--- config.mk ---
export PLATFORM = sky130hd
export DESIGN_NAME = ads868x_scan_ctrl_flat
export DESIGN_NICKNAME = d
export VERILOG_FILES = /design/src/rtl/ads868x_pkg.sv /design/src/rtl/ads868x_scan_ctrl_if.sv /design/src/rtl/ads868x_spi_xfer.sv /design/src/rtl/ads868x_scan_ctrl.sv /design/src/flat_wrapper.sv
export SDC_FILE = /design/constraint.sdc
export NUM_CORES = 1
export LEC_CHECK = 0
export CELL_PAD_IN_SITES_DETAIL_PLACEMENT = 0
export CELL_PAD_IN_SITES_GLOBAL_PLACEMENT = 1
export CORE_ASPECT_RATIO = 1.25
export CORE_MARGIN = 5
export CORE_UTILIZATION = 40
export CTS_CLUSTER_SIZE = 14
export DETAILED_ROUTE_END_ITERATION = 10
export PLACE_DENSITY = 0.8
export SYNTH_ARGS = -nofsm -noshare
export SYNTH_HDL_FRONTEND = slang
export SYNTH_HIERARCHICAL = 1
export SYNTH_SLANG_ARGS = --single-unit
--- constraint.sdc ---
create_clock -name clk -period 2.65 [get_ports clk]
set_input_delay 0.265 -clock clk [delete_from_list [all_inputs] [get_ports clk]]
set_output_delay 0.265 -clock clk [all_outputs]
set_load 0.01 [all_outputs]
--- src/rtl/ads868x_pkg.sv ---
// Shared definitions for the ADS868x scan sequencer: FSM encoding, bank
// mapping of the analog mux and SPI frame geometry.
package ads868x_pkg;

  typedef enum logic [2:0] {
    ST_ADC_RST,
    ST_IDLE,
    ST_BBM,
    ST_SETTLE,
    ST_CONV,
    ST_XFER,
    ST_STORE,
    ST_DONE
  } scan_state_e;

  localparam logic [1:0] BANK_TCH_A = 2'd0;
  localparam logic [1:0] BANK_PCH_A = 2'd1;
  localparam logic [1:0] BANK_TCH_B = 2'd2;
  localparam logic [1:0] BANK_PCH_B = 2'd3;

  localparam int FRAME_BITS  = 32;
  localparam int RESULT_BITS = 16;
  localparam int NUM_CH      = 32;

  // Index of the lowest set bit; 0 when the vector is empty.
  function automatic logic [4:0] lowest_set(input logic [NUM_CH-1:0] m);
    logic [4:0] idx;
    idx = '0;
    for (int i = NUM_CH - 1; i >= 0; i--) begin
      if (m[i]) idx = 5'(i);
    end
    return idx;
  endfunction

endpackage

--- src/rtl/ads868x_scan_ctrl_if.sv ---
// Control and sample-buffer write port of the scan sequencer. The master
// issues start/abort with a mask; the slave reports busy/done and writes.
interface ads868x_scan_ctrl_if;
  logic        start;
  logic        abort;
  logic [31:0] cfg_ch_mask;
  logic        busy;
  logic        done;
  logic        wr_en;
  logic [4:0]  wr_addr;
  logic [15:0] wr_data;

  modport master (
    output start, abort, cfg_ch_mask,
    input  busy, done, wr_en, wr_addr, wr_data
  );

  modport slave (
    input  start, abort, cfg_ch_mask,
    output busy, done, wr_en, wr_addr, wr_data
  );
endinterface

--- src/rtl/ads868x_spi_xfer.sv ---
// One 32-bit SPI mode-0 frame to the ADS868x: CS low, 32 SCLK periods,
// MISO captured on rising edges, MOSI held at NOP. Pulses xfer_done at the end.
module ads868x_spi_xfer
  import ads868x_pkg::*;
#(
  parameter int CLK_DIV = 2
) (
  input  logic                   clk,
  input  logic                   rst,
  input  logic                   clr,
  input  logic                   go,
  input  logic                   miso,
  output logic                   sclk,
  output logic                   cs_n,
  output logic                   mosi,
  output logic [RESULT_BITS-1:0] rdata,
  output logic                   xfer_done
);

  localparam logic [15:0] DIV_LAST  = 16'(CLK_DIV - 1);
  localparam logic [6:0]  HALF_LAST = 7'(2 * FRAME_BITS);

  logic                  r_active;
  logic [15:0]           r_div;
  logic [6:0]            r_half;
  logic                  r_sclk;
  logic                  r_cs_n;
  logic                  r_done;
  logic [FRAME_BITS-1:0] r_shift;

  // r_half counts SCLK half-periods; the extra one after the last falling
  // edge keeps CS low for a half-period before it returns high.
  always_ff @(posedge clk) begin
    if (rst || clr) begin
      r_active <= 1'b0;
      r_div    <= '0;
      r_half   <= '0;
      r_sclk   <= 1'b0;
      r_cs_n   <= 1'b1;
      r_done   <= 1'b0;
      r_shift  <= '0;
    end else begin
      r_done <= 1'b0;
      if (go && !r_active) begin
        r_active <= 1'b1;
        r_cs_n   <= 1'b0;
        r_sclk   <= 1'b0;
        r_div    <= '0;
        r_half   <= '0;
      end else if (r_active) begin
        if (r_div == DIV_LAST) begin
          r_div <= '0;
          if (r_half == HALF_LAST) begin
            r_active <= 1'b0;
            r_cs_n   <= 1'b1;
            r_done   <= 1'b1;
          end else begin
            r_half <= r_half + 7'd1;
            r_sclk <= ~r_sclk;
            if (!r_sclk) r_shift <= {r_shift[FRAME_BITS-2:0], miso};
          end
        end else begin
          r_div <= r_div + 16'd1;
        end
      end
    end
  end

  assign sclk      = r_sclk;
  assign cs_n      = r_cs_n;
  assign mosi      = 1'b0;
  assign rdata     = r_shift[FRAME_BITS-1:FRAME_BITS-RESULT_BITS];
  assign xfer_done = r_done;

endmodule

--- src/rtl/ads868x_scan_ctrl.sv ---
// ADS868x scan sequencer: walks the channel mask through the 4x8 analog mux
// with break-before-make and settling, converts and stores each channel.
// Optional macro ADS868X_SCAN_PTP_TRIG_EN lets a ptp_trg rising edge act as start.
module ads868x_scan_ctrl
  import ads868x_pkg::*;
#(
  parameter int CLK_DIV       = 2,
  parameter int BBM_CYCLES    = 4,
  parameter int SETTLE_CYCLES = 200,
  parameter int CONV_CYCLES   = 100,
  parameter int RST_CYCLES    = 64
) (
  input  logic                clk,
  input  logic                rst,
  ads868x_scan_ctrl_if.slave  bus,
  input  logic                ptp_trg,
  output logic [2:0]          ch_sel,
  output logic                en_tch_a,
  output logic                en_pch_a,
  output logic                en_tch_b,
  output logic                en_pch_b,
  output logic                ad_rst_n,
  output logic                spi_sclk,
  output logic                spi_cs_n,
  output logic                spi_mosi,
  input  logic                spi_miso
);

  localparam int CW = 16;
  localparam logic [CW-1:0] RST_LAST        = CW'(RST_CYCLES - 1);
  localparam logic [CW-1:0] BBM_LAST        = CW'(BBM_CYCLES - 1);
  localparam logic [CW-1:0] SETTLE_LAST     = CW'(SETTLE_CYCLES - 1);
  localparam logic [CW-1:0] CONV_LAST       = CW'(CONV_CYCLES - 1);
  localparam logic [CW-1:0] CONV_LAST_FIRST = CW'(CONV_CYCLES + CLK_DIV - 1);
  localparam logic [CW-1:0] PRE_CS_CYCLES   = CW'(CLK_DIV);

  scan_state_e            r_state;
  logic [CW-1:0]          r_cnt;
  logic [4:0]             r_ch_idx;
  logic [NUM_CH-1:0]      r_mask_rem;
  logic                   r_first;
  logic [RESULT_BITS-1:0] r_result;

  scan_state_e            w_state_d;
  logic [CW-1:0]          w_cnt_d;
  logic [4:0]             w_idx_d;
  logic [NUM_CH-1:0]      w_rem_d;
  logic                   w_first_d;
  logic [RESULT_BITS-1:0] w_result_d;
  logic                   w_go;

  logic                   w_start;
  logic [NUM_CH-1:0]      w_pick_src;
  logic [4:0]             w_pick;
  logic [NUM_CH-1:0]      w_rest;
  logic                   w_clr;
  logic                   w_xfer_sclk;
  logic                   w_xfer_cs_n;
  logic                   w_xfer_mosi;
  logic [RESULT_BITS-1:0] w_xfer_rdata;
  logic                   w_xfer_done;
  logic                   w_conv_cs_n;
  logic                   w_en_on;
  logic [1:0]             w_bank;

`ifdef ADS868X_SCAN_PTP_TRIG_EN
  logic r_ptp_meta;
  logic r_ptp_sync;
  logic r_ptp_prev;

  always_ff @(posedge clk) begin
    if (rst) begin
      r_ptp_meta <= 1'b0;
      r_ptp_sync <= 1'b0;
      r_ptp_prev <= 1'b0;
    end else begin
      r_ptp_meta <= ptp_trg;
      r_ptp_sync <= r_ptp_meta;
      r_ptp_prev <= r_ptp_sync;
    end
  end

  assign w_start = bus.start | (r_ptp_sync & ~r_ptp_prev);
`else
  logic w_unused_ptp;
  assign w_unused_ptp = ptp_trg;
  assign w_start      = bus.start;
`endif

  // The first channel comes from the incoming mask, later ones from the remainder.
  assign w_pick_src = (r_state == ST_IDLE) ? bus.cfg_ch_mask : r_mask_rem;
  assign w_pick     = lowest_set(w_pick_src);
  assign w_rest     = w_pick_src & ~(NUM_CH'(1) << w_pick);
  assign w_clr      = bus.abort && (r_state != ST_ADC_RST);

  always_ff @(posedge clk) begin
    if (rst) begin
      r_state    <= ST_ADC_RST;
      r_cnt      <= '0;
      r_ch_idx   <= '0;
      r_mask_rem <= '0;
      r_first    <= 1'b0;
      r_result   <= '0;
    end else begin
      r_state    <= w_state_d;
      r_cnt      <= w_cnt_d;
      r_ch_idx   <= w_idx_d;
      r_mask_rem <= w_rem_d;
      r_first    <= w_first_d;
      r_result   <= w_result_d;
    end
  end

  always_comb begin
    w_state_d  = r_state;
    w_cnt_d    = r_cnt + 16'd1;
    w_idx_d    = r_ch_idx;
    w_rem_d    = r_mask_rem;
    w_first_d  = r_first;
    w_result_d = r_result;
    w_go       = 1'b0;
    case (r_state)
      ST_ADC_RST: begin
        if (r_cnt == RST_LAST) begin
          w_state_d = ST_IDLE;
          w_cnt_d   = '0;
        end
      end
      ST_IDLE: begin
        w_cnt_d = '0;
        if (w_start && !bus.abort) begin
          if (bus.cfg_ch_mask == '0) begin
            w_state_d = ST_DONE;
          end else begin
            w_idx_d   = w_pick;
            w_rem_d   = w_rest;
            w_first_d = 1'b1;
            w_state_d = ST_BBM;
          end
        end
      end
      ST_BBM: begin
        if (r_cnt == BBM_LAST) begin
          w_state_d = ST_SETTLE;
          w_cnt_d   = '0;
        end
      end
      ST_SETTLE: begin
        if (r_cnt == SETTLE_LAST) begin
          w_state_d = ST_CONV;
          w_cnt_d   = '0;
        end
      end
      ST_CONV: begin
        if (r_cnt == (r_first ? CONV_LAST_FIRST : CONV_LAST)) begin
          w_state_d = ST_XFER;
          w_cnt_d   = '0;
          w_go      = 1'b1;
        end
      end
      ST_XFER: begin
        w_cnt_d = r_cnt;
        if (w_xfer_done) begin
          w_result_d = w_xfer_rdata;
          w_state_d  = ST_STORE;
        end
      end
      ST_STORE: begin
        w_cnt_d   = '0;
        w_first_d = 1'b0;
        if (r_mask_rem != '0) begin
          w_idx_d   = w_pick;
          w_rem_d   = w_rest;
          w_state_d = ST_BBM;
        end else begin
          w_state_d = ST_DONE;
        end
      end
      ST_DONE: begin
        w_cnt_d   = '0;
        w_state_d = ST_IDLE;
      end
      default: begin
        w_cnt_d   = '0;
        w_state_d = ST_ADC_RST;
      end
    endcase
    if (w_clr) begin
      w_state_d = ST_IDLE;
      w_cnt_d   = '0;
      w_go      = 1'b0;
    end
  end

  ads868x_spi_xfer #(
    .CLK_DIV (CLK_DIV)
  ) u_spi (
    .clk       (clk),
    .rst       (rst),
    .clr       (w_clr),
    .go        (w_go),
    .miso      (spi_miso),
    .sclk      (w_xfer_sclk),
    .cs_n      (w_xfer_cs_n),
    .mosi      (w_xfer_mosi),
    .rdata     (w_xfer_rdata),
    .xfer_done (w_xfer_done)
  );

  // First channel has no earlier frame, so CS dips low to create the convert edge.
  assign w_conv_cs_n = !((r_state == ST_CONV) && r_first && (r_cnt < PRE_CS_CYCLES));
  assign w_en_on     = (r_state == ST_SETTLE) || (r_state == ST_CONV) ||
                       (r_state == ST_XFER)   || (r_state == ST_STORE);
  assign w_bank      = r_ch_idx[4:3];

  assign en_tch_a = w_en_on && (w_bank == BANK_TCH_A);
  assign en_pch_a = w_en_on && (w_bank == BANK_PCH_A);
  assign en_tch_b = w_en_on && (w_bank == BANK_TCH_B);
  assign en_pch_b = w_en_on && (w_bank == BANK_PCH_B);
  assign ch_sel   = r_ch_idx[2:0];
  assign ad_rst_n = (r_state != ST_ADC_RST);
  assign spi_sclk = w_xfer_sclk;
  assign spi_cs_n = w_xfer_cs_n & w_conv_cs_n;
  assign spi_mosi = w_xfer_mosi;

  assign bus.busy    = (r_state == ST_BBM)  || (r_state == ST_SETTLE) ||
                       (r_state == ST_CONV) || (r_state == ST_XFER)   ||
                       (r_state == ST_STORE);
  assign bus.done    = (r_state == ST_DONE);
  assign bus.wr_en   = (r_state == ST_STORE);
  assign bus.wr_addr = r_ch_idx;
  assign bus.wr_data = r_result;

endmodule

--- src/flat_wrapper.sv ---
// flat-port wrapper written by rule: the top's interface ports become plain ports
module ads868x_scan_ctrl_flat import ads868x_pkg::*;
#(
  parameter int CLK_DIV       = 2,
  parameter int BBM_CYCLES    = 4,
  parameter int SETTLE_CYCLES = 200,
  parameter int CONV_CYCLES   = 100,
  parameter int RST_CYCLES    = 64
)
  (clk, rst, ptp_trg, ch_sel, en_tch_a, en_pch_a, en_tch_b, en_pch_b, ad_rst_n, spi_sclk, spi_cs_n, spi_mosi, spi_miso, bus_start, bus_abort, bus_cfg_ch_mask, bus_busy, bus_done, bus_wr_en, bus_wr_addr, bus_wr_data);
  ads868x_scan_ctrl_if bus_i ();
  input  logic clk;
  input  logic rst;
  input  logic ptp_trg;
  output logic [2:0] ch_sel;
  output logic en_tch_a;
  output logic en_pch_a;
  output logic en_tch_b;
  output logic en_pch_b;
  output logic ad_rst_n;
  output logic spi_sclk;
  output logic spi_cs_n;
  output logic spi_mosi;
  input  logic spi_miso;
  input wire logic [$bits(bus_i.start)-1:0] bus_start;
  input wire logic [$bits(bus_i.abort)-1:0] bus_abort;
  input wire logic [$bits(bus_i.cfg_ch_mask)-1:0] bus_cfg_ch_mask;
  output wire logic [$bits(bus_i.busy)-1:0] bus_busy;
  output wire logic [$bits(bus_i.done)-1:0] bus_done;
  output wire logic [$bits(bus_i.wr_en)-1:0] bus_wr_en;
  output wire logic [$bits(bus_i.wr_addr)-1:0] bus_wr_addr;
  output wire logic [$bits(bus_i.wr_data)-1:0] bus_wr_data;
  assign bus_i.start = bus_start;
  assign bus_i.abort = bus_abort;
  assign bus_i.cfg_ch_mask = bus_cfg_ch_mask;
  assign bus_busy = bus_i.busy;
  assign bus_done = bus_i.done;
  assign bus_wr_en = bus_i.wr_en;
  assign bus_wr_addr = bus_i.wr_addr;
  assign bus_wr_data = bus_i.wr_data;
  ads868x_scan_ctrl #(.CLK_DIV(CLK_DIV), .BBM_CYCLES(BBM_CYCLES), .SETTLE_CYCLES(SETTLE_CYCLES), .CONV_CYCLES(CONV_CYCLES), .RST_CYCLES(RST_CYCLES)) u_core (.clk(clk), .rst(rst), .bus(bus_i), .ptp_trg(ptp_trg), .ch_sel(ch_sel), .en_tch_a(en_tch_a), .en_pch_a(en_pch_a), .en_tch_b(en_tch_b), .en_pch_b(en_pch_b), .ad_rst_n(ad_rst_n), .spi_sclk(spi_sclk), .spi_cs_n(spi_cs_n), .spi_mosi(spi_mosi), .spi_miso(spi_miso));
endmodule
==> key figures, run 1 <==
Route
  – Number of nets still failing antenna checks after routing: 0
  – Number of violations reported at the end of detailed-routing iteration 0: about 420
  – Met3 Wirelength: 893 µm
  – Vias: roughly 7000
  – Routed wire length: 21600 µm
  – First-pass detailed-route iteration total: 4
  – Detailed-route wire length per cell: between 15 and 20 µm
  – Met2 wire len: roughly 11000 µm
  – Topmost layer with routed signal wires: met4
  – Via count normalized by instance count: about 5.4
  – Drc violations: 0
  – M1 wire length: just over 9000 µm

Clock network
  – Number of hold-repair buffers added at the cts stage: 0
  – Clock tree sinks: 132
  – Inserted Clock Buffers: 17
  – Clock tree buffer depth: 2
  – Clock tree from TritonCTS: yes
  – Clock latency reported for the late side of the worst-skew pair: around 0.42 ns
  – H-tree levels: 4
  – Clock transition time at the flip-flop clock pins of the worst setup and hold paths: around 0.07 ns
  – Clock root cell: sky130_fd_sc_hd__clkbuf_16

Pwr
  – Power Density: 726 nW/µm²
  – Lkg Pwr: ~3.7 nW
  – Max rail drop VDD: 0.000402 V
  – Sum of internal, switching and leakage power: roughly 0.0071 W

Global routing
  – Via count of the first global-routing pass: about 7000
  – Largest net degree at the start of global routing: 34
  – Initial antenna violation count: 0
  – Gr ovfl total: 0
  – All-layer global routing usage: 0.201
  – Wire length of the first global-routing pass: about 34000 µm

Run
  – Maximum capacitance violations: 0

Synth
  – Mean cell area of the mapped netlist: 8.11 µm²
  – Yosys Warn Count: 6
  – Post-synth top area share: 0.361
  – Post-synth net total: approximately 950
  – Library cell with the highest instance count after synthesis: sky130_fd_sc_hd__nand2_1
  – Top cells by area in the synthesized netlist: sky130_fd_sc_hd__dfxtp_1, sky130_fd_sc_hd__nand2_1, sky130_fd_sc_hd__mux2i_1
  – Distinct cells, synth: 84
  – Synthesized area: about 7300 µm²
  – Number of synthesized flops with an enable pin: 0
  – Main synth FF type: sky130_fd_sc_hd__dfxtp_1
  – Fraction of registers with async set/reset: 0
  – Cell accounting for the most synthesized area: sky130_fd_sc_hd__dfxtp_1
  – Gate Count Post-Synth: approximately 900
  – Proportion of synthesized chip area in sequential cells: 0.361
  – FF+latch count, synth: between 100 and 150
  – Most used standard cells in the synthesized netlist: sky130_fd_sc_hd__nand2_1, sky130_fd_sc_hd__dfxtp_1, sky130_fd_sc_hd__nor2_1

Min path
  – Worst Hold Launch: rst
  – Type of the most critical hold path: in -> reg
  – Number of instances on the worst hold path: 2

Layout
  – Total area of sequential cells: approximately 2600 µm²
  – Area of the multi-input gates: approximately 4300 µm²
  – Share of post-route cells with drive strength above 1: 0.218
  – N_diodes: 0
  – Layout Utilization: 0.543
  – Fill cell instance count of the final layout: 1729
  – Syn-to-layout area delta: 33.6%
  – Final net count: about 1100

Floorplanning
  – Starting density of the core: 0.406
  – Row Count: 55
  – Total core area: 18000 µm²
  – X dimension of the die: roughly 130 µm
  – Vertical die dimension: roughly 160 µm
  – Die area: 21100 µm²
  – Number of primary I/O pins: 73

Worst setup path
  – Cell family with the largest share of critical-path delay: simple AND/OR/NAND/NOR gates
  – Critical-path top delay cell: sky130_fd_sc_hd__or4_4
  – Sort of element at the end of the critical path: flip-flop
  – RR Startpoint: u_core/r_mask_rem[2]
  – Path length in cells of the critical path: 8
  – Cell chain of the critical path: or4_1 -> nor2_2 -> nand3_1 -> or4_4 -> o21a_2 -> nand2_2 -> nor2_4 -> a221oi_2
  – Worst path max stage delay: between 0.5 and 0.6 ns
  – Depth of the most critical reg-to-reg path: 8
  – Number of buffer and inverter instances along the worst setup path: 0
  – Critical Path Start: u_core/r_mask_rem[2]
  – Classification of the worst setup path: reg -> reg
  – Required time at the endpoint of the critical path: 2.99 ns
  – Largest fanout on the critical path: 5
  – Critical path data arrival time: 2.91 ns
  – Kind of start point of the critical path: flip-flop

Timing
  – Number of setup violations in the final report: 0
  – Total negative slack for setup checks: 0 ns
  – Worst-case setup margin in the final layout: around 0.073 ns
  – Fin crit share: 0.973
  – Final number of max-transition violations: 0
  – Layout Skew: 0.0118 ns
  – Peak clock frequency supported by timing: 0.388 GHz
  – Worst hold slack after final layout: around 0.17 ns
  – Min Clock Period, post-route: 2.58 ns
  – Transition time of the tightest slew-check pin: 0.617 ns
  – Relative max-transition margin: 0.589
  – Final hold violations: 0

Placement
  – Post-DP HPWL: approximately 16000 µm
  – Total of buffers placed on input and output ports: 70
  – Worst-case setup slack after placement: -0.258 ns
  – Routability Congestion: 0.938

Outcome
  – Result of the run: completed
## layout by cell type (no fill, tap or decap), types with 9 or more instances in the layout
cell type / Yosys / final
sky130_fd_sc_hd__a21oi_1: 56 / 56
sky130_fd_sc_hd__dfxtp_1: 132 / 131
sky130_fd_sc_hd__inv_1: 24 / 24
sky130_fd_sc_hd__nor4_1: 23 / 21
sky130_fd_sc_hd__or4_1: 9 / 9
sky130_fd_sc_hd__or3_1: 11 / 11
sky130_fd_sc_hd__o31ai_1: 17 / 13
sky130_fd_sc_hd__nand3_1: 30 / 29
sky130_fd_sc_hd__clkbuf_16: 0 / 18
sky130_fd_sc_hd__nand4_1: 11 / 11
sky130_fd_sc_hd__a221oi_2: 7 / 10
sky130_fd_sc_hd__a21o_1: 9 / 9
sky130_fd_sc_hd__o21ai_0: 43 / 41
sky130_fd_sc_hd__and3_1: 14 / 14
sky130_fd_sc_hd__xnor2_1: 14 / 14
sky130_fd_sc_hd__nand2_1: 160 / 160
sky130_fd_sc_hd__mux2i_1: 43 / 42
sky130_fd_sc_hd__nor3_1: 27 / 27
sky130_fd_sc_hd__nor2_1: 71 / 70
sky130_fd_sc_hd__clkdlybuf4s50_1: 0 / 68
sky130_fd_sc_hd__buf_4: 20 / 133
sky130_fd_sc_hd__xor2_1: 9 / 9
## path summary, 6_finish.rpt
kind,slack (ns),endpoint
min reg2reg,0.45,u_core/bus.wr_data[5]
min,0.17,u_core/bus.wr_data[2]
max,0.07,u_core/r_mask_rem[10]
max reg2reg,0.07,u_core/r_mask_rem[10]
## worst reg2reg max path, delay by kind of cell (launching register included)
family,cells,cell delay (ns)
compound gates,2,0.50
simple gates,6,1.70
flops,1,0.31
## layout make-up
type | instances | area share
Clock inverter | 15 | 0.0164
Sequential cell | 132 | 0.270
Inverter | 24 | 0.00921
Clock buffer | 17 | 0.0435
Timing Repair Buffer | 211 | 0.189
Multi-Input combinational cell | 686 | 0.442
Tap cell | 228 | 0.0292
## what timing repair did
item / 4_1_cts / 5_1_grt
buffers inserted: 0 / 6
pin swaps: 1 / 5
endpoints found under the setup margin: 7 / 59
gates cloned: 0 / 1
gates resized for setup: 5 / 26
## metal layers
metal | GRT usage | up-vias
met2 | 0.350 | 140
met3 | 0.0390 | 40
li1 | - | 3577
met4 | 0.0790 | 0
met5 | 0 | -
met1 | 0.240 | 3373
## registers in the layout, summed over array words and instances (netlist names)
name	flops
u_core/r_mask_rem	32
u_core/u_spi/r_shift	32
u_core/bus.wr_data	16
u_core/r_cnt	16
u_core/u_spi/r_div	16
u_core/u_spi/r_half	7
u_core/bus.wr_addr	5
u_core/r_state	3
u_core/r_first	1
u_core/u_spi/cs_n	1
u_core/u_spi/r_active	1
u_core/u_spi/sclk	1
u_core/u_spi/xfer_done	1
## metrics by stage
| step | cells | cell area (µm²) |
|---|---|---|
| finish | 1313 | 9780 |
| global route | 1313 | 9780 |
| CTS | 1306 | 9580 |
| detailed placement | 1274 | 8980 |
| global placement | 1274 | 8980 |
| floorplan | 903 | 7320 |
## kinds of logic (layout without fill, tap and decap cells)
| kind of cell | after synthesis | count (layout) | share of synthesized area |
|---|---|---|---|
| DFF | 132 | 132 | 0.361 |
| adders and majority gates | 7 | 7 | 0.0120 |
| xor gates and xnor gates | 23 | 23 | 0.0275 |
| buffers and inverters | 85 | 267 | 0.0656 |
| and+or+nand+nor | 412 | 412 | 0.290 |
| muxes | 43 | 43 | 0.0588 |
| other | 1 | 1 | 0.000512 |
| AOI/OAI and AO/OA | 200 | 200 | 0.184 |
## where the power goes
group / total, W / internal (W) / switching [W]
Sequential: 0.00208 / 0.00203 / 0.0000484
Combinational: 0.00272 / 0.00123 / 0.00149
Clock: 0.00231 / 0.00126 / 0.00105
No activity file was read; power rests on OpenSTA's default activity.
==> inputs of run 2 (changes only) <==
Clock period 2.65 ns to 2.9 ns, I/O delays scaled along.
==> run 2 against run 1 <==
Power fell by 15%. Clock power fell by 10%. Die area is the same. First-iteration DRC count is 13% higher. Register-to-register slack improved by 0.09 ns.
==> key figures, run 2 (same netlist as run 1, synthesis figures left out) <==
Layout
  – Layout Cells excl Fill: 1242 (-5.4%)
  – Registers with the highest flip-flop counts: u_core/r_mask_rem (32), u_core/u_spi/r_shift (32)
  – N_diodes: 0 (unchanged)
  – Most frequent standard cell in the layout excluding fill and tap cells: sky130_fd_sc_hd__nand2_1
  – Area of the multi-input gates: 4210 µm² (-2.8%)
  – Syn-to-layout area delta: 23.9%
  – Share of post-route cells with drive strength above 1: 0.143 (-0.0745)
  – Total area of sequential cells: 2640 µm² (about the same)
  – Final net count: 1046 (-6.4%)
  – Most frequent cells in the layout: sky130_fd_sc_hd__nand2_1, sky130_fd_sc_hd__dfxtp_1, sky130_fd_sc_hd__nor2_1, sky130_fd_sc_hd__clkdlybuf4s50_1, sky130_fd_sc_hd__buf_4
  – Fill cell instance count of the final layout: 1801 (+4.2%)

Worst setup path
  – Cell chain of the critical path: or3b_4 -> or3_1 -> o31ai_1 -> o21ai_1 -> o31ai_4 -> nand3_1 -> nor2_2 -> a221oi_2
  – Worst path max stage delay: 0.45 ns (-0.13 ns)
  – Critical-path top delay cell: sky130_fd_sc_hd__or3b_4
  – Classification of the worst setup path: reg -> reg
  – Kind of start point of the critical path: flip-flop
  – Critical path data arrival time: 3.04 ns (+0.13 ns)
  – Number of buffer and inverter instances along the worst setup path: 0 (unchanged)
  – Cell family with the largest share of critical-path delay: simple AND/OR/NAND/NOR gates
  – Sort of element at the end of the critical path: flip-flop
  – Required time at the endpoint of the critical path: 3.20 ns (+0.21 ns)
  – Largest fanout on the critical path: 6 (+1)

Global routing
  – All-layer global routing usage: 0.193 (-0.00789)
  – Largest net degree at the start of global routing: 34 (unchanged)
  – Via count of the first global-routing pass: 6653 (-4.3%)
  – Wire length of the first global-routing pass: 32800 µm (-4.5%)
  – Gr ovfl total: 0 (unchanged)
  – Initial antenna violation count: 0 (unchanged)

Timing
  – Number of setup violations in the final report: 0 (unchanged)
  – Final hold violations: 0 (unchanged)
  – Setup repair after global routing missed its margin: false
  – Transition time of the tightest slew-check pin: 0.822 ns (+0.205 ns)
  – Total negative slack for setup checks: 0 ns (unchanged)
  – Layout Skew: 0.0103 ns (-0.00144 ns)
  – Min Clock Period, post-route: 2.74 ns (+0.161 ns)
  – Final number of max-transition violations: 0 (unchanged)
  – Peak clock frequency supported by timing: 0.365 GHz (-5.9%)
  – Worst-case setup margin in the final layout: 0.162 ns (+0.0891 ns)
  – Relative max-transition margin: 0.447 (-0.141)
  – Fin crit share: 0.944 (-0.0284)

Clock network
  – Clock latency reported for the late side of the worst-skew pair: 0.42 ns (about the same)
  – Cts repair resizes: 0 (-5)
  – H-tree levels: 4 (unchanged)
  – Inserted Clock Buffers: 17 (unchanged)
  – Number of post-CTS setup repair buffers: 0 (unchanged)
  – Clock tree from TritonCTS: yes
  – Clock tree buffer depth: 2 (unchanged)
  – Clock tree sinks: 132 (unchanged)
  – Number of hold-repair buffers added at the cts stage: 0 (unchanged)
  – Clock root cell: sky130_fd_sc_hd__clkbuf_16
  – Clock transition time at the flip-flop clock pins of the worst setup and hold paths: 0.06 ns (about the same)

Placement
  – Post-DP HPWL: 14900 µm (-6.9%)
  – Worst-case setup slack after placement: -0.0507 ns (+0.208 ns)
  – Total of buffers placed on input and output ports: 70 (unchanged)
  – Placed cell count: 1210 (-5.0%)
  – Routability Congestion: 0.869 (-7.4%)

Pwr
  – Lkg Pwr: 3.24 nW (-11%)
  – Max rail drop VDD: 0.000360 V (-10%)
  – Sum of internal, switching and leakage power: 0.00605 W (-15%)
  – Power Density: 667 nW/µm² (-8.1%)

Floorplanning
  – Total core area: 18000 µm² (unchanged)
  – Number of primary I/O pins: 73 (unchanged)
  – Row Count: 55 (unchanged)
  – Die area: 21100 µm² (unchanged)
  – X dimension of the die: 131 µm (unchanged)
  – Starting density of the core: 0.406 (unchanged)
  – Vertical die dimension: 161 µm (unchanged)

Route
  – Routed wire length: 20000 µm (-7.4%)
  – Drc violations: 0 (unchanged)
  – Via count normalized by instance count: 5.49 (+1.0%)
  – Vias: 6813 (-4.4%)
  – First-pass detailed-route iteration total: 5 (+1)
  – Number of nets still failing antenna checks after routing: 0 (unchanged)
  – Detailed-route wire length per cell: 16.1 µm (-2.1%)
  – Number of violations reported at the end of detailed-routing iteration 0: 472 (+13%)

Min path
  – Type of the most critical hold path: in -> reg

Outcome
  – Result of the run: completed

Run
  – Maximum capacitance violations: 0 (unchanged)
-- run 2: path summary, 6_finish.rpt --
| path | cells after the start | end | slack (ns) | from |
|---|---|---|---|---|
| worst max-delay path | 8 | u_core/r_mask_rem[14] | 0.16 | u_core/r_state[2] |
| worst max register to register | 8 | u_core/r_mask_rem[14] | 0.16 | u_core/r_state[2] |
| worst min-delay path | 2 | u_core/bus.wr_data[14] | 0.37 | rst |
| worst min register to register | 2 | u_core/bus.wr_data[8] | 0.45 | u_core/u_spi/r_shift[24] |
-- run 2: area by class of cell --
class,instances,share of cell area
clock buffers,18,0.0473
clock inverters,14,0.0159
inverters,24,0.00993
multi-input cells,686,0.464
flip-flops and latches,132,0.291
well taps,228,0.0315
repair buffers,140,0.140
-- run 2: worst register-to-register path, delay by kind of cell (launching register included) --
kind | cells | cell delay, ns
AOI/OAI and AO/OA | 4 | 0.88
DFF | 1 | 0.34
and+or+nand+nor | 4 | 1.40
-- run 2: metal layers --
layer,vias to the layer above,GRT usage,routed length [µm],part of all wire
met5,-,0,0,0
met4,0,0.0814,615,0.031
met3,41,0.0417,1020,0.051
met2,175,0.328,10000,0.50
met1,3175,0.233,8380,0.42
li1,3422,-,-,-
-- run 2: through the flow --
step | util | hold slack, ns | area [µm²]
floorplan | - | 0.426 | 7320
global placement | 0.471 | 0.437 | 8490
detailed placement | 0.471 | 0.444 | 8490
CTS | 0.503 | 0.366 | 9060
global route | 0.503 | 0.388 | 9070
finish | 0.503 | 0.375 | 9070
-- run 2: where the power goes --
part	switching [W]	total (W)	internal (W)	leakage, nW
Combinational	0.00119	0.00207	0.000882	1.90
Clock	0.000865	0.00207	0.00121	0.274
Sequential	0.0000474	0.00190	0.00185	1.06
==> inputs of run 3 (changes only) <==
Settings changed: CORE_ASPECT_RATIO 1.25 to 1.2.
==> run 3 against run 2 <==
Setup slack lost 0.023 ns. Sequential share of layout area fell by 0.14 points. Power rose by 2.4%. First-iteration DRC count is 1.9% higher. Critical path type unchanged. Largest cell class unchanged.
==> key figures, run 3 (same netlist as run 1, synthesis figures left out) <==
Outcome
  – Result of the run: completed

Layout
  – Syn-to-layout area delta: 24.5%
  – Most frequent cells in the layout: sky130_fd_sc_hd__nand2_1, sky130_fd_sc_hd__dfxtp_1, sky130_fd_sc_hd__buf_4, sky130_fd_sc_hd__nor2_1, sky130_fd_sc_hd__clkdlybuf4s50_1
  – Share of post-route cells with drive strength above 1: 0.150 (+0.00686)
  – Registers with the highest flip-flop counts: u_core/r_mask_rem (32), u_core/u_spi/r_shift (32)
  – Total area of sequential cells: 2640 µm² (unchanged)
  – Fill cell instance count of the final layout: 1761 (-2.2%)
  – N_diodes: 0 (unchanged)
  – Final net count: 1054 (+0.76%)
  – Most frequent standard cell in the layout excluding fill and tap cells: sky130_fd_sc_hd__nand2_1
  – Area of the multi-input gates: 4200 µm² (-0.21%)

Floorplanning
  – Number of primary I/O pins: 73 (unchanged)
  – Total core area: 18100 µm² (+0.43%)
  – Die area: 21100 µm² (about the same)
  – Row Count: 54 (-1.8%)
  – Vertical die dimension: 158 µm (-1.9%)
  – Starting density of the core: 0.404 (-0.00174)
  – X dimension of the die: 133 µm (+1.9%)

Worst setup path
  – Sort of element at the end of the critical path: flip-flop
  – Register-to-register setup slack: 0.14 ns (-0.02 ns)
  – Depth of the most critical reg-to-reg path: 11 (+3)
  – Largest fanout on the critical path: 13 (+7)
  – Cell chain of the critical path: or3b_4 -> buf_4 -> buf_4 -> nor4_2 -> o21ai_1 -> a31oi_2 -> o211ai_2 -> buf_4 -> a21oi_1 -> o21ai_1 -> a21oi_1
  – Cell seen most often among critical-path stages: sky130_fd_sc_hd__buf_4
  – Classification of the worst setup path: reg -> reg
  – Cell family with the largest share of critical-path delay: compound AO/OA/AOI/OAI gates
  – Path length in cells of the critical path: 11 (+3)
  – Critical-path top delay cell: sky130_fd_sc_hd__or3b_4
  – Kind of start point of the critical path: flip-flop
  – Critical Path Sink: u_core/r_mask_rem[20]
  – RR Startpoint: u_core/r_state[2]
  – Critical path data arrival time: 3.09 ns (+0.05 ns)
  – Number of buffer and inverter instances along the worst setup path: 3 (+3)
  – Critical Path Start: u_core/r_state[2]
  – RR Endpoint: u_core/r_mask_rem[20]
  – Required time at the endpoint of the critical path: 3.23 ns (+0.03 ns)
  – Worst path max stage delay: 0.45 ns (about the same)

Clock network
  – Clock tree sinks: 132 (unchanged)
  – Clock tree from TritonCTS: yes
  – Clock transition time at the flip-flop clock pins of the worst setup and hold paths: 0.06 ns (about the same)
  – Cts repair resizes: 0 (unchanged)
  – Clock tree buffer depth: 2 (unchanged)
  – Number of post-CTS setup repair buffers: 0 (unchanged)
  – Number of hold-repair buffers added at the cts stage: 0 (unchanged)
  – Clock root cell: sky130_fd_sc_hd__clkbuf_16
  – Clock latency reported for the late side of the worst-skew pair: 0.42 ns (about the same)
  – Inserted Clock Buffers: 17 (unchanged)
  – H-tree levels: 4 (unchanged)

Global routing
  – Initial antenna violation count: 0 (unchanged)
  – Gr ovfl total: 0 (unchanged)
  – Grt met1 use: 0.246 (+0.0131)
  – Global-route met3 utilization: 0.0343 (-0.00735)
  – Largest net degree at the start of global routing: 34 (unchanged)
  – Met2 Resource Use GR: 0.332 (+0.00346)
  – Via count of the first global-routing pass: 6465 (-2.8%)
  – Busiest grt layer: met2
  – All-layer global routing usage: 0.193 (+0.000218)
  – Wire length of the first global-routing pass: 32900 µm (+0.25%)

Timing
  – Worst hold slack after final layout: 0.287 ns (-0.0881 ns)
  – Setup repair after global routing missed its margin: false
  – Relative max-transition margin: 0.502 (+0.0547)
  – Number of setup violations in the final report: 0 (unchanged)
  – Fin crit share: 0.952 (+0.00796)
  – Peak clock frequency supported by timing: 0.362 GHz (-0.84%)
  – Final number of max-transition violations: 0 (unchanged)
  – Transition time of the tightest slew-check pin: 0.741 ns (-0.0813 ns)
  – Min Clock Period, post-route: 2.76 ns (+0.0231 ns)
  – Layout Skew: 0.00604 ns (-0.00431 ns)
  – Final hold violations: 0 (unchanged)

Pwr
  – Fraction of power spent switching nets: 0.339 (-0.00952)
  – Part of the power in registers: 0.307 (-0.007)
  – Reported net switching power: 0.00210 W (-0.42%)
  – Comb pwr share: 0.351 (+0.008)
  – Max rail drop VDD: 0.000380 V (+5.7%)
  – Power Density: 679 nW/µm² (+1.9%)
  – Sum of internal, switching and leakage power: 0.00619 W (+2.4%)
  – Clock share of power: 0.342 (about the same)
  – Total internal power: 0.00409 W (+3.9%)
  – Lkg Pwr: 3.27 nW (+0.84%)

Min path
  – Type of the most critical hold path: in -> reg

Route
  – Vias: 6815 (+0.029%)
  – Number of nets still failing antenna checks after routing: 0 (unchanged)
  – Number of violations reported at the end of detailed-routing iteration 0: 481 (+1.9%)
  – Routed wire length: 20400 µm (+1.6%)
  – Via count normalized by instance count: 5.47 (-0.21%)
  – First-pass detailed-route iteration total: 5 (unchanged)
  – Drc violations: 0 (unchanged)
  – Detailed-route wire length per cell: 16.3 µm (+1.3%)

Placement
  – Routability Congestion: 0.879 (+1.2%)
  – Total of buffers placed on input and output ports: 70 (unchanged)
  – Post-DP HPWL: 15100 µm (+0.76%)

Run
  – Maximum capacitance violations: 0 (unchanged)
==> run 3: cell types whose count changed in the layout (fill, tap and decap cells not counted), sizes merged <==
| cell | before | now |
|---|---|---|
| buf | 71 | 79 |
| inv | 31 | 27 |
| clkinvlp | 3 | 6 |
| bufinv | 1 | 2 |
| clkbuf | 18 | 17 |
==> run 3: how the worst min path moves through the flow <==
stage	slack [ns]	endpoint	from	depth (start not counted)
floorplan	0.43	u_core/u_spi/cs_n	u_core/u_spi/cs_n	1
detailed placement	0.44	u_core/u_spi/cs_n	u_core/u_spi/cs_n	1
global route	0.29	u_core/bus.wr_data[15]	rst	2
CTS	0.27	u_core/bus.wr_data[13]	rst	2
global placement	0.43	u_core/u_spi/cs_n	u_core/u_spi/cs_n	1
finish	0.29	u_core/bus.wr_data[14]	rst	2
==> run 3: worst reg2reg max path, stage by stage, from the launching register on <==
cell,delay [ns]
sky130_fd_sc_hd__dfxtp_1,0.34
sky130_fd_sc_hd__or3b_4,0.45
sky130_fd_sc_hd__buf_4,0.22
sky130_fd_sc_hd__buf_4,0.19
sky130_fd_sc_hd__nor4_2,0.12
sky130_fd_sc_hd__o21ai_1,0.12
sky130_fd_sc_hd__a31oi_2,0.30
sky130_fd_sc_hd__o211ai_2,0.23
sky130_fd_sc_hd__buf_4,0.21
sky130_fd_sc_hd__a21oi_1,0.21
sky130_fd_sc_hd__o21ai_1,0.09
sky130_fd_sc_hd__a21oi_1,0.20
==> run 3: power groups by stage <==
stage          clock, W  combinational, W  sequential (W)
6_report        0.00212           0.00217         0.00190
5_1_grt         0.00225           0.00236         0.00191
4_1_cts         0.00216           0.00217         0.00190
3_5_place_dp          0           0.00216         0.00194
3_3_place_gp          0           0.00215         0.00194
2_1_floorplan         0           0.00114         0.00193
==> run 3: metal layers <==
layer  wire length (µm)  share of wire
met5                  0              0
met4                391          0.019
met2               9890           0.49
met1               9390           0.46
met3                681          0.033
==> run 3: final cells by class <==
class                   count  area share
repair buffers            148       0.145
flip-flops and latches    132       0.290
clock buffers              17      0.0467
well taps                 224      0.0308
multi-input cells         686       0.461
clock inverters            14      0.0172
inverters                  24     0.00989
==> run 3: per-stage QoR <==
stage          instances  utilization  worst slack (ns)  setup TNS, ns  area [µm²]
2_1_floorplan        903            -             0.493              0        7320
3_5_place_dp        1214        0.471           -0.0394         -0.114        8530
4_1_cts             1245        0.503             0.122              0        9110
3_3_place_gp        1214        0.471           -0.0355        -0.0719        8530
5_1_grt             1245        0.503           0.00949              0        9110
6_report            1245        0.503             0.139              0        9110
